File: config.mk
export PLATFORM = sky130hd
export DESIGN_NAME = counter_jk_bist
export DESIGN_NICKNAME = d
export VERILOG_FILES = /design/src/rtl/counter_jk_bist.sv
export SDC_FILE = /design/constraint.sdc
export NUM_CORES = 1
export LEC_CHECK = 0
export CAP_MARGIN = 10
export CORE_MARGIN = 1.5
export CORE_UTILIZATION = 60
export CTS_CLUSTER_DIAMETER = 50
export DETAILED_ROUTE_END_ITERATION = 6
export DONT_BUFFER_PORTS = 1
export HOLD_SLACK_MARGIN = 0.05
export PLACE_DENSITY = 0.76
export SLEW_MARGIN = 15
export SYNTH_ARGS = -nofsm -noshare
export SYNTH_HDL_FRONTEND = slang
export SYNTH_SLANG_ARGS = --single-unit
File: constraint.sdc
create_clock -name clk -period 2.6 [get_ports clk]
set_clock_uncertainty 0.2 [all_clocks]
set_input_delay 0.26 -clock clk [delete_from_list [all_inputs] [get_ports clk]]
set_output_delay 0.26 -clock clk [all_outputs]
set_load 0.02 [all_outputs]
File: src/rtl/counter_jk_bist.sv
// Run controller and self-checker for the 3-bit JK up-counter (binary/Gray).
// Holds the counter in reset when idle, runs it for a latched length and scores every count.
module counter_jk_bist (
  input  logic       clk,
  input  logic       reset,
  input  logic       start,
  input  logic       mode_sel,
  input  logic [3:0] run_len,
  input  logic [2:0] ctr_count,
  output logic       ctr_reset,
  output logic       ctr_mode,
  output logic       busy,
  output logic       done,
  output logic       pass,
  output logic [2:0] snap,
  output logic [3:0] err_cnt
);

  typedef enum logic [1:0] {IDLE, CLEAR, RUN, CHECK} state_e;

  state_e     state_q, state_d;
  logic       mode_q, mode_d;
  logic [3:0] len_q, len_d;
  logic [3:0] k_q, k_d;
  logic [3:0] err_q, err_d;
  logic [2:0] exp_q, exp_d;
  logic [2:0] snap_q, snap_d;
  logic       done_q, done_d;
  logic       pass_q, pass_d;

  logic [3:0] eff_len;
  logic       mismatch;
  logic [3:0] err_upd;

  // Reference sequence the counter is expected to follow in each mode.
  function automatic logic [2:0] ref_next(input logic [2:0] c, input logic gray);
    logic [2:0] n;
    if (!gray) begin
      n = c + 3'd1;
    end else begin
      unique case (c)
        3'd0:    n = 3'd1;
        3'd1:    n = 3'd3;
        3'd3:    n = 3'd2;
        3'd2:    n = 3'd6;
        3'd6:    n = 3'd7;
        3'd7:    n = 3'd5;
        3'd5:    n = 3'd4;
        default: n = 3'd0;
      endcase
    end
    return n;
  endfunction

  // Out-of-range lengths (0, 9..15) fall back to a full 8-step run.
  assign eff_len  = (run_len == 4'd0 || run_len > 4'd8) ? 4'd8 : run_len;
  assign mismatch = (ctr_count != exp_q);
  assign err_upd  = (mismatch && err_q != 4'hF) ? err_q + 4'd1 : err_q;

  always_comb begin
    state_d = state_q;
    mode_d  = mode_q;
    len_d   = len_q;
    k_d     = k_q;
    err_d   = err_q;
    exp_d   = exp_q;
    snap_d  = snap_q;
    pass_d  = pass_q;
    done_d  = 1'b0;
    unique case (state_q)
      IDLE: begin
        if (start) begin
          mode_d  = mode_sel;
          len_d   = eff_len;
          err_d   = 4'd0;
          pass_d  = 1'b0;
          exp_d   = 3'd0;
          state_d = CLEAR;
        end
      end
      CLEAR: begin
        k_d     = 4'd0;
        state_d = RUN;
      end
      RUN: begin
        err_d = err_upd;
        exp_d = ref_next(exp_q, mode_q);
        k_d   = k_q + 4'd1;
        if (k_q == len_q - 4'd1) state_d = CHECK;
      end
      CHECK: begin
        err_d   = err_upd;
        snap_d  = ctr_count;
        pass_d  = (err_upd == 4'd0);
        done_d  = 1'b1;
        state_d = IDLE;
      end
      default: state_d = IDLE;
    endcase
  end

  always_ff @(posedge clk or negedge reset) begin
    if (!reset) begin
      state_q <= IDLE;
      mode_q  <= 1'b0;
      len_q   <= 4'd0;
      k_q     <= 4'd0;
      err_q   <= 4'd0;
      exp_q   <= 3'd0;
      snap_q  <= 3'd0;
      pass_q  <= 1'b0;
      done_q  <= 1'b0;
    end else begin
      state_q <= state_d;
      mode_q  <= mode_d;
      len_q   <= len_d;
      k_q     <= k_d;
      err_q   <= err_d;
      exp_q   <= exp_d;
      snap_q  <= snap_d;
      pass_q  <= pass_d;
      done_q  <= done_d;
    end
  end

  // Counter runs free only in RUN; CHECK clears it at its closing edge.
  assign ctr_reset = (state_q != RUN);
  assign busy      = (state_q != IDLE);
  assign ctr_mode  = mode_q;
  assign done      = done_q;
  assign pass      = pass_q;
  assign snap      = snap_q;
  assign err_cnt   = err_q;

endmodule

==> reports/qor.txt, run 1 <==
Period utilization: 0.853
Antenna Cells: 0
Critical path arrival: 2240 ps
CTS tree: yes
Total power: 1.82 mW
Root buffer cell: clkbuf_4
Total Routing Usage GR: 0.236
Yosys reg bits: 23
Share of cells above drive strength 1: 0.0774
Power Density: 1170 nW/um2
TNS Setup: 0 ps
Nets: 178
Slowest CP cell: dfrtp_1
Drt first-iter violations: 10
Synth Net Count: 164
FF-to-FF path depth: 6
Drt first pass iters: 4
Cell row count: 17
H-tree depth: 1
Cell area after synthesis: 1390 um2
Final Wtd Congestion: 0.809
Synth async-reset ratio: 1.00
Initial antenna violation count: 0
Flop pwr share: 0.408
Largest net degree at the start of global routing: 24
Avg Inst Size Synth: 9.78 um2
Area grow syn2layout: 11.7%
Crit-path max FO: 11
DR vias/cell: 5.97
First-pass GRT wire length: 4520 um
Filler instances: 168
Leakage: 0.662 nW
DP HPWL: 1930 um
FF-to-FF End: err_cnt[1]
Hold Path Class: in2reg
Clock Latency Late Sink: 320 ps
Routed wire per std cell: 14.9 um
Full die area: 2610 um2
Hold Path Sink: len_q[1]
Critical Path End Type: register
R2r setup slk: 380 ps
Congestion Overflow GR: 0
Final Hold Fails: 0
Number of synthesized flops with an enable pin: 0
RSZ-0062 raised after global routing: no
CP top delay family: compound AO/OA/AOI/OAI gates
Starting Density: 0.634
Crit path cell chain: inv_1 -> ha_1 -> inv_1 -> o21ai_0 -> o21ai_0 -> a32o_1
Synth warn: 0
Vias in the first global route: 1,104
Clock group share of total power: 0.092
Post-DRT Antenna Nets: 0
Setup violations, final: 0
Setup crit start kind: register
Die height: 51.1 um
Die W: 51.1 um
Internal Pwr Total: 0.977 mW
IO Pins: 23
Net Sw Power: 0.844 mW
Switching share of total power: 0.464
Post-route DRC: 0
MaxCap Viol Count: 0
Slew margin rel.: 0.328
Critical path data required time: 2620 ps
Critical path class: reg2reg
Total CTS buffers: 3
Fin crit period: 2220 ps
CTS sink count: 23
Register area share after synthesis: 0.414
HP Start: start
Clock Pin Slew Worst Setup and Hold Paths: 120 ps
Post-CTS sizing: 0
Worst hold path cell count: 3
Setup Buffers After CTS: 0
CP max stage delay: 410 ps
Worst reg2reg startpoint: state_q[0]
Mapped Cells: 142
Final Max Tran Viols: 0
Comb power frac: 0.500
Commonest non-fill, non-tap cell in the layout: dfrtp_1
Distinct cells, synth: 30
Outcome: finished clean
Count of input and output buffers: 0
CP Buf/Inv Count: 2
F_max: 451 MHz
Via count: 1,093
Worst vdd rail ir drop: 0.629 mV
Main synth FF type: dfrtp_1
Total Routed Length: 2720 um
CTS Buffer Depth: 2
Slew @ Worst Pin: 1000 ps
Placeable Area: 2190 um2
Most frequent cells in the layout: dfrtp_1, o21ai_0, inv_1, dlygate4sd3_1, ha_1
power by group through the flow:
stage	Combinational (mW)	Sequential [mW]	Clock [mW]
after global placement	0.835	0.744	0
after floorplan	0.778	0.699	0
after detailed placement	0.885	0.753	0
after CTS	0.910	0.743	0.173
final	0.910	0.743	0.168
after global routing	1.02	0.769	0.192
synthesized netlist by cell type (all sizes together) (2+ instances only):
cell type,instances,share of area
and3,2,0.0099
o21ai,14,0.050
o22ai,2,0.0090
mux2,7,0.057
nand2b,5,0.023
mux2i,3,0.022
xnor2,10,0.063
dfrtp,23,0.41
nand2,10,0.027
a31oi,2,0.014
o21a,2,0.011
nand3,6,0.022
o221ai,2,0.013
ha,11,0.099
a32o,4,0.029
nor3,3,0.011
nor2,6,0.016
clkbuf,3,0.015
nand4,2,0.0090
a21oi,6,0.022
inv,13,0.035
layout make-up:
type,count,area [um2],area share
sequential,23,576,0.371
tap,28,35.0,0.0226
clock buffer,4,26.3,0.0169
multi-input combinational,102,736,0.474
inverter,13,48.8,0.0315
timing repair buffer,13,130,0.0839
worst max-delay path by stage:
stage / start / to / slack [ps] / depth (start not counted)
CTS: state_q[0] / err_cnt[1] / 410 / 6
floorplan: err_cnt[0] / pass / 610 / 6
finish: state_q[0] / err_cnt[1] / 380 / 6
global placement: err_cnt[0] / pass / 480 / 6
global route: state_q[0] / err_cnt[1] / 170 / 6
detailed placement: state_q[0] / err_cnt[1] / 420 / 6
timing repair:
item | CTS | global route
endpoints found under the setup margin | 0 | 0
hold buffers | 13 | 0
endpoints found under the hold margin | 33 | 0
worst min-delay path: stages:
cell     delay [ps]
nand2_1         160
nand2_1         110
o21ai_0          60
metal layers:
layer  up-vias  track usage  wire (um)
met5         -            0          0
met1       527        0.250       1080
met3         5       0.0468        109
li1        533            -          -
met2        28        0.455       1490
met4         0       0.0856         39
per-stage QoR:
step | utilization | cells | area (um2) | setup WS [ps] | hold slack (ps)
global route | 0.708 | 183 | 1550 | 167 | 143
global placement | 0.637 | 166 | 1400 | 481 | -235
detailed placement | 0.637 | 166 | 1400 | 422 | -235
floorplan | - | 142 | 1390 | 612 | -236
CTS | 0.708 | 183 | 1550 | 410 | 103
finish | 0.708 | 183 | 1550 | 383 | 102
cell families after synthesis:
group,Yosys count,synth area share
xor gates and xnor gates,10,0.0631
muxes,10,0.0784
buffers and inverters,17,0.0559
AOI/OAI and AO/OA,34,0.158
adders and majority gates,11,0.0991
and+or+nand+nor,37,0.132
DFF,23,0.414
state kept, by name, summed over array words and instances (netlist names), 2 cells and up:
signal and cells:
err_cnt 4, k_q 4, len_q 4, exp_q 3
snap 3, state_q 2
No activity file was read; power rests on OpenSTA's default activity.
==> run 2: changes to the inputs <==
--- a/config.mk
+++ b/config.mk
@@ -6,14 +6,17 @@
 export NUM_CORES = 1
 export LEC_CHECK = 0
 export CAP_MARGIN = 10
+export CELL_PAD_IN_SITES_DETAIL_PLACEMENT = 0
+export CELL_PAD_IN_SITES_GLOBAL_PLACEMENT = 2
 export CORE_MARGIN = 1.5
-export CORE_UTILIZATION = 60
+export CORE_UTILIZATION = 38
 export CTS_CLUSTER_DIAMETER = 50
 export DETAILED_ROUTE_END_ITERATION = 6
 export DONT_BUFFER_PORTS = 1
 export HOLD_SLACK_MARGIN = 0.05
-export PLACE_DENSITY = 0.76
+export PLACE_DENSITY_LB_ADDON = 0.1
 export SLEW_MARGIN = 15
 export SYNTH_ARGS = -nofsm -noshare
 export SYNTH_HDL_FRONTEND = slang
 export SYNTH_SLANG_ARGS = --single-unit
+export TNS_END_PERCENT = 10
==> run 2 against run 1 <==
  * Setup slack improved by 2.2 ps
  * Non-clock buffer count up 1
  * Largest power group unchanged
  * Register-to-register slack about the same
  * Global-route usage fell by 8.2 points
  * Cell area rose by 1.8%
  * Power increased by 0.36%
  * Flip-flop and latch count did not move
  * Highest routed layer unchanged
  * Via count is 5.2% lower
==> reports/qor.txt, run 2 (synthesis results as in run 1) <==
Congestion Overflow GR: 0 (unchanged)
DP HPWL: 2040 um (was 1930 um)
Initial antenna violation count: 0 (unchanged)
Critical path arrival: 2230 ps (was 2240 ps)
Routed wire per std cell: 14.0 um (was 14.9 um)
Critical path class: reg2reg (unchanged)
Area grow syn2layout: 13.7% (was 11.7%)
Root buffer cell: clkbuf_4 (unchanged)
Post-route DRC: 0 (unchanged)
Final Wtd Congestion: 0.781 (was 0.809)
Total Routing Usage GR: 0.155 (was 0.236)
Nets: 179 (was 178)
HP Start: start (unchanged)
Power Density: 1160 nW/um2 (was 1170 nW/um2)
Drt first-iter violations: 34 (was 10)
FF-to-FF path depth: 6 (unchanged)
Clock Pin Slew Worst Setup and Hold Paths: 130 ps (was 120 ps)
Largest net degree at the start of global routing: 24 (unchanged)
Final Max Tran Viols: 0 (unchanged)
Fin crit period: 2210 ps (was 2220 ps)
Crit-path max FO: 11 (unchanged)
Final Hold Fails: 0 (unchanged)
RSZ-0062 raised after global routing: no (unchanged)
Critical Path End Type: register (unchanged)
Setup crit end: err_cnt[1] (unchanged)
Setup violations, final: 0 (unchanged)
Setup Buffers After CTS: 0 (unchanged)
Filler instances: 338 (was 168)
Hold Path Class: in2reg (unchanged)
Slew @ Worst Pin: 537 ps (was 1000 ps)
Post-DRT Antenna Nets: 0 (unchanged)
Antenna Cells: 0 (unchanged)
Via count: 1,036 (was 1,093)
Worst reg2reg startpoint: state_q[0] (unchanged)
CTS Buffer Depth: 2 (unchanged)
Worst vdd rail ir drop: 0.457 mV (was 0.629 mV)
IO Pins: 23 (unchanged)
CTS tree: yes (unchanged)
Die height: 63.5 um (was 51.1 um)
Placeable Area: 3420 um2 (was 2190 um2)
MaxCap Viol Count: 0 (unchanged)
Min Hold Slack: 56.6 ps (was 102 ps)
Leakage: 0.666 nW (was 0.662 nW)
Die W: 63.5 um (was 51.1 um)
Commonest non-fill, non-tap cell in the layout: dfrtp_1 (unchanged)
Starting Density: 0.407 (was 0.634)
Most frequent cells in the layout: dfrtp_1, o21ai_0, inv_1, dlygate4sd3_1, ha_1 (unchanged)
Total Routed Length: 2830 um (was 2720 um)
First-pass GRT wire length: 4940 um (was 4520 um)
Drt first pass iters: 4 (unchanged)
DR vias/cell: 5.13 (was 5.97)
Critical path data required time: 2610 ps (was 2620 ps)
Count of input and output buffers: 0 (unchanged)
CP startpoint: state_q[0] (unchanged)
Slew margin rel.: 0.642 (was 0.328)
Period utilization: 0.852 (was 0.853)
F_max: 452 MHz (was 451 MHz)
Share of cells above drive strength 1: 0.0833 (was 0.0774)
TNS Setup: 0 ps (unchanged)
Outcome: finished clean (unchanged)
R2r setup slk: 390 ps (was 380 ps)
FF-to-FF End: err_cnt[1] (unchanged)
Full die area: 4030 um2 (was 2610 um2)
Vias in the first global route: 1,057 (was 1,104)
CTS sink count: 23 (unchanged)
Total CTS buffers: 3 (unchanged)
Post-CTS sizing: 0 (unchanged)
Setup crit start kind: register (unchanged)
Clock Latency Late Sink: 310 ps (was 320 ps)
H-tree depth: 1 (unchanged)
Cell row count: 21 (was 17)
-- run 2: cell count changes in the layout (fill, tap and decap cells not counted), sizes merged --
cell / previous run / this run
buf: 0 / 1
-- run 2: worst min-delay path by stage --
stage / to / depth (start not counted)
floorplan: ctr_mode / 0
global placement: err_cnt[0] / 0
detailed placement: err_cnt[1] / 0
CTS: exp_q[0] / 3
global route: exp_q[0] / 3
finish: exp_q[0] / 3
-- run 2: cell type report --
| type | count | area [um2] | area share |
|---|---|---|---|
| Sequential cell | 23 | 576 | 0.365 |
| Timing Repair Buffer | 14 | 135 | 0.0856 |
| Multi-Input combinational cell | 102 | 736 | 0.466 |
| Tap cell | 46 | 57.6 | 0.0365 |
| Clock buffer | 4 | 26.3 | 0.0166 |
| Inverter | 13 | 48.8 | 0.0309 |
-- run 2: report_power, final --
group          total [mW]  internal, mW  switching [mW]
clock               0.170        0.0598           0.110
sequential          0.748         0.497           0.251
combinational       0.909         0.419           0.491
-- run 2: metal layers --
metal	GRT usage	vias up	part of all wire
li1	-	529	-
met1	0.209	487	0.51
met2	0.242	18	0.44
met3	0.0446	2	0.047
met4	0.0408	0	0.0042
met5	0	-	0
-- run 2: what timing repair did --
| item | in CTS | in global routing |
|---|---|---|
| endpoints found under the hold margin | 31 | 24 |
| endpoints found under the setup margin | 0 | 0 |
| hold buffers | 12 | 2 |
-- run 2: metrics by stage --
stage	power [mW]	instance area, um2	utilization	cells	worst slack [ps]
floorplan	1.48	1390	-	142	612
global placement	1.63	1420	0.415	184	459
detailed placement	1.65	1420	0.415	184	426
CTS	1.84	1560	0.458	200	400
global route	2.02	1580	0.462	202	133
finish	1.83	1580	0.462	202	385
-- run 2: worst max-delay path: stages (launching register included) --
cell	delay (ps)
dfrtp_1	410
inv_1	110
ha_1	370
inv_1	270
o21ai_0	330
o21ai_0	180
a32o_1	230
==> run 3: changes to the inputs <==
--- a/config.mk
+++ b/config.mk
@@ -5,12 +5,13 @@
 export SDC_FILE = /design/constraint.sdc
 export NUM_CORES = 1
 export LEC_CHECK = 0
+export ABC_AREA = 1
 export CAP_MARGIN = 10
 export CELL_PAD_IN_SITES_DETAIL_PLACEMENT = 0
 export CELL_PAD_IN_SITES_GLOBAL_PLACEMENT = 2
 export CORE_MARGIN = 1.5
-export CORE_UTILIZATION = 38
-export CTS_CLUSTER_DIAMETER = 50
+export CORE_UTILIZATION = 36
+export CTS_CLUSTER_DIAMETER = 100
 export DETAILED_ROUTE_END_ITERATION = 6
 export DONT_BUFFER_PORTS = 1
 export HOLD_SLACK_MARGIN = 0.05
==> run 3 against run 2 <==
  * Synthesized cell count up 25%
  * Register-to-register slack better by 150 ps
  * Core utilization down 1.2 points
  * Highest routed layer unchanged
  * Clock power up 32%
  * Final cell count up 20%
  * Area after synthesis up 3.8%
==> reports/qor.txt, run 3 <==
Congestion Overflow GR: 0 (unchanged)
R2r setup slk: 540 ps (was 390 ps)
Top post-synthesis cells by area: dfrtp_1, nand2_1, ha_1 (was dfrtp_1, ha_1, xnor2_1)
Register area share after synthesis: 0.399 (was 0.414)
Post-DRT Antenna Nets: 0 (unchanged)
Synth warn: 0 (unchanged)
Nets: 217 (was 179)
Most common cell in the synthesized netlist: nand2_1 (was dfrtp_1)
Area grow syn2layout: 16.8% (was 13.7%)
Yosys reg bits: 23 (unchanged)
Filler instances: 391 (was 338)
Main synth FF type: dfrtp_1 (unchanged)
Power Density: 1150 nW/um2 (was 1160 nW/um2)
Mapped Cells: 178 (was 142)
Starting Density: 0.385 (was 0.407)
Antenna Cells: 0 (unchanged)
HP Start: start (unchanged)
Total Routing Usage GR: 0.158 (was 0.155)
Routed wire per std cell: 12.4 um (was 14.0 um)
Outcome: finished clean (unchanged)
Number of synthesized flops with an enable pin: 0 (unchanged)
Setup crit start kind: register (unchanged)
DP HPWL: 2310 um (was 2040 um)
Leakage: 0.861 nW (was 0.666 nW)
Slew @ Worst Pin: 344 ps (was 537 ps)
Worst vdd rail ir drop: 0.457 mV (about the same)
Total Routed Length: 2990 um (was 2830 um)
Dpl cells: 225 (was 184)
CTS sink count: 23 (unchanged)
Post-route DRC: 0 (unchanged)
Final Instance Area: 1680 um2 (was 1580 um2)
Hold Path Class: in2reg (unchanged)
Critical path arrival: 2070 ps (was 2230 ps)
CTS tree: yes (unchanged)
RSZ-0062 raised after global routing: no (unchanged)
Worst reg2reg startpoint: state_q[0] (unchanged)
Synth cell count leaders: nand2_1, inv_1, dfrtp_1, nand3_1 (was dfrtp_1, o21ai_0, inv_1, ha_1)
Synth Net Count: 200 (was 164)
Total CTS buffers: 3 (unchanged)
FF-to-FF End: len_q[3] (was err_cnt[1])
Share of cells above drive strength 1: 0.0979 (was 0.0833)
Cell area after synthesis: 1440 um2 (was 1390 um2)
Critical path class: reg2reg (unchanged)
F_max: 485 MHz (was 452 MHz)
Setup violations, final: 0 (unchanged)
Fin crit period: 2060 ps (was 2210 ps)
Dpl cell area: 1500 um2 (was 1420 um2)
Critical Path End Type: register (unchanged)
Placeable Area: 3740 um2 (was 3420 um2)
IO Pins: 23 (unchanged)
Via count: 1,171 (was 1,036)
Most used cell along the critical path: inv_1
Root buffer cell: clkbuf_8 (was clkbuf_4)
Die W: 66.3 um (was 63.5 um)
Initial antenna violation count: 0 (unchanged)
H-tree depth: 1 (unchanged)
Die height: 66.3 um (was 63.5 um)
Final core utilization: 0.450 (was 0.462)
Setup Buffers After CTS: 0 (unchanged)
Clock Pin Slew Worst Setup and Hold Paths: 80 ps (was 130 ps)
Post-synth top area cell: dfrtp_1 (unchanged)
First-pass GRT wire length: 5310 um (was 4940 um)
Post-synth top area share: 0.399 (was 0.414)
Final Wtd Congestion: 0.741 (was 0.781)
Most frequent cells in the layout: nand2_1, inv_1, dfrtp_1 (was dfrtp_1, o21ai_0, inv_1, dlygate4sd3_1, ha_1)
Synth async-reset ratio: 1.00 (unchanged)
FF-to-FF path depth: 7 (was 6)
CP Buf/Inv Count: 3 (was 2)
Cell row count: 22 (was 21)
Final std cells w/o fill: 242 (was 202)
Crit-path max FO: 7 (was 11)
MaxCap Viol Count: 0 (unchanged)
Worst hold path cell count: 3 (unchanged)
Full die area: 4390 um2 (was 4030 um2)
Post-CTS sizing: 0 (unchanged)
Final Hold Fails: 0 (unchanged)
Crit path cell chain: inv_1 -> ha_1 -> nand2_1 -> inv_1 -> nor2_1 -> a21oi_1 -> dlygate4sd3_1 (was inv_1 -> ha_1 -> inv_1 -> o21ai_0 -> o21ai_0 -> a32o_1)
Slowest CP cell: dlygate4sd3_1 (was dfrtp_1)
TNS Setup: 0 ps (unchanged)
CTS Buffer Depth: 2 (unchanged)
Largest net degree at the start of global routing: 24 (unchanged)
Drt first-iter violations: 73 (was 34)
Avg Inst Size Synth: 8.10 um2 (was 9.78 um2)
Final Max Tran Viols: 0 (unchanged)
Hold Path Sink: state_q[1] (was exp_q[0])
Min Hold Slack: 89.0 ps (was 56.6 ps)
DR vias/cell: 4.84 (was 5.13)
Count of input and output buffers: 0 (unchanged)
CP top delay family: buffers and inverters (was compound AO/OA/AOI/OAI gates)
Critical path data required time: 2610 ps (about the same)
Vias in the first global route: 1,151 (was 1,057)
Commonest non-fill, non-tap cell in the layout: nand2_1 (was dfrtp_1)
Drt first pass iters: 4 (unchanged)
Period utilization: 0.793 (was 0.852)
Distinct cells, synth: 27 (was 30)
CP max stage delay: 550 ps (was 410 ps)
Slew margin rel.: 0.770 (was 0.642)
Clock Latency Late Sink: 270 ps (was 310 ps)
run 3: cell count changes after synthesis, sizes merged, moves of 4 or more:
cell    delta
mux2       -7
a32o       -4
nand2b     -5
o22ai      +6
inv       +20
xnor2      -5
nand3      +7
nand2     +35
nor2       +5
run 3: cell families (layout without fill, tap and decap cells):
kind of cell / after synthesis / count (layout) / synth area share
AO/OA/AOI/OAI: 29 / 29 / 0.118
XOR/XNOR: 8 / 8 / 0.0538
adder cells (fa/ha/maj): 11 / 11 / 0.0955
buffers and inverters: 34 / 50 / 0.0885
flip-flops: 23 / 23 / 0.399
AND/OR/NAND/NOR: 73 / 73 / 0.245
run 3: final cells by class:
class                   instances  area, um2  area share
clock buffers                   3       41.3      0.0245
clock inverters                 1       5.00     0.00297
inverters                      33        124      0.0736
multi-input cells             121        738       0.438
flip-flops and latches         23        576       0.342
well taps                      48       60.1      0.0357
repair buffers                 13        140      0.0832
run 3: routing by layer:
layer	vias up	track usage	part of all wire
met5	-	0	0
met4	0	0.0383	0.0097
met3	4	0.0443	0.065
met2	23	0.258	0.46
met1	543	0.206	0.47
li1	601	-	-
run 3: worst register-to-register path, cell delays in order, from the launching register on:
cell and delay (ps):
dfrtp_1 400, inv_1 90, ha_1 200, nand2_1 170, inv_1 220, nor2_1 60, a21oi_1 110, dlygate4sd3_1 550
run 3: per-stage QoR:
| stage | power [mW] | setup WS [ps] |
|---|---|---|
| 2_1_floorplan | 1.47 | 968 |
| 3_5_place_dp | 1.69 | 782 |
| 4_1_cts | 1.97 | 535 |
| 5_1_grt | 2.16 | 286 |
| 3_3_place_gp | 1.66 | 791 |
| 6_report | 1.94 | 538 |
run 3: repair_timing:
action,in CTS,in global routing
hold endpoints to repair,31,0
hold buffers,13,0
endpoints found under the setup margin,0,0
run 3: how the worst max path moves through the flow:
| stage | start | endpoint | slack (ps) | cells after the start |
|---|---|---|---|---|
| finish | state_q[0] | len_q[3] | 540 | 7 |
| global route | state_q[0] | len_q[2] | 290 | 7 |
| CTS | state_q[0] | len_q[3] | 540 | 7 |
| detailed placement | state_q[0] | err_cnt[2] | 780 | 8 |
| global placement | state_q[0] | err_cnt[3] | 790 | 8 |
| floorplan | state_q[0] | err_cnt[2] | 970 | 8 |
run 3: power breakdown:
group | total (mW) | internal, mW | switching, mW
combinational | 0.983 | 0.392 | 0.590
sequential | 0.735 | 0.504 | 0.231
clock | 0.224 | 0.107 | 0.117
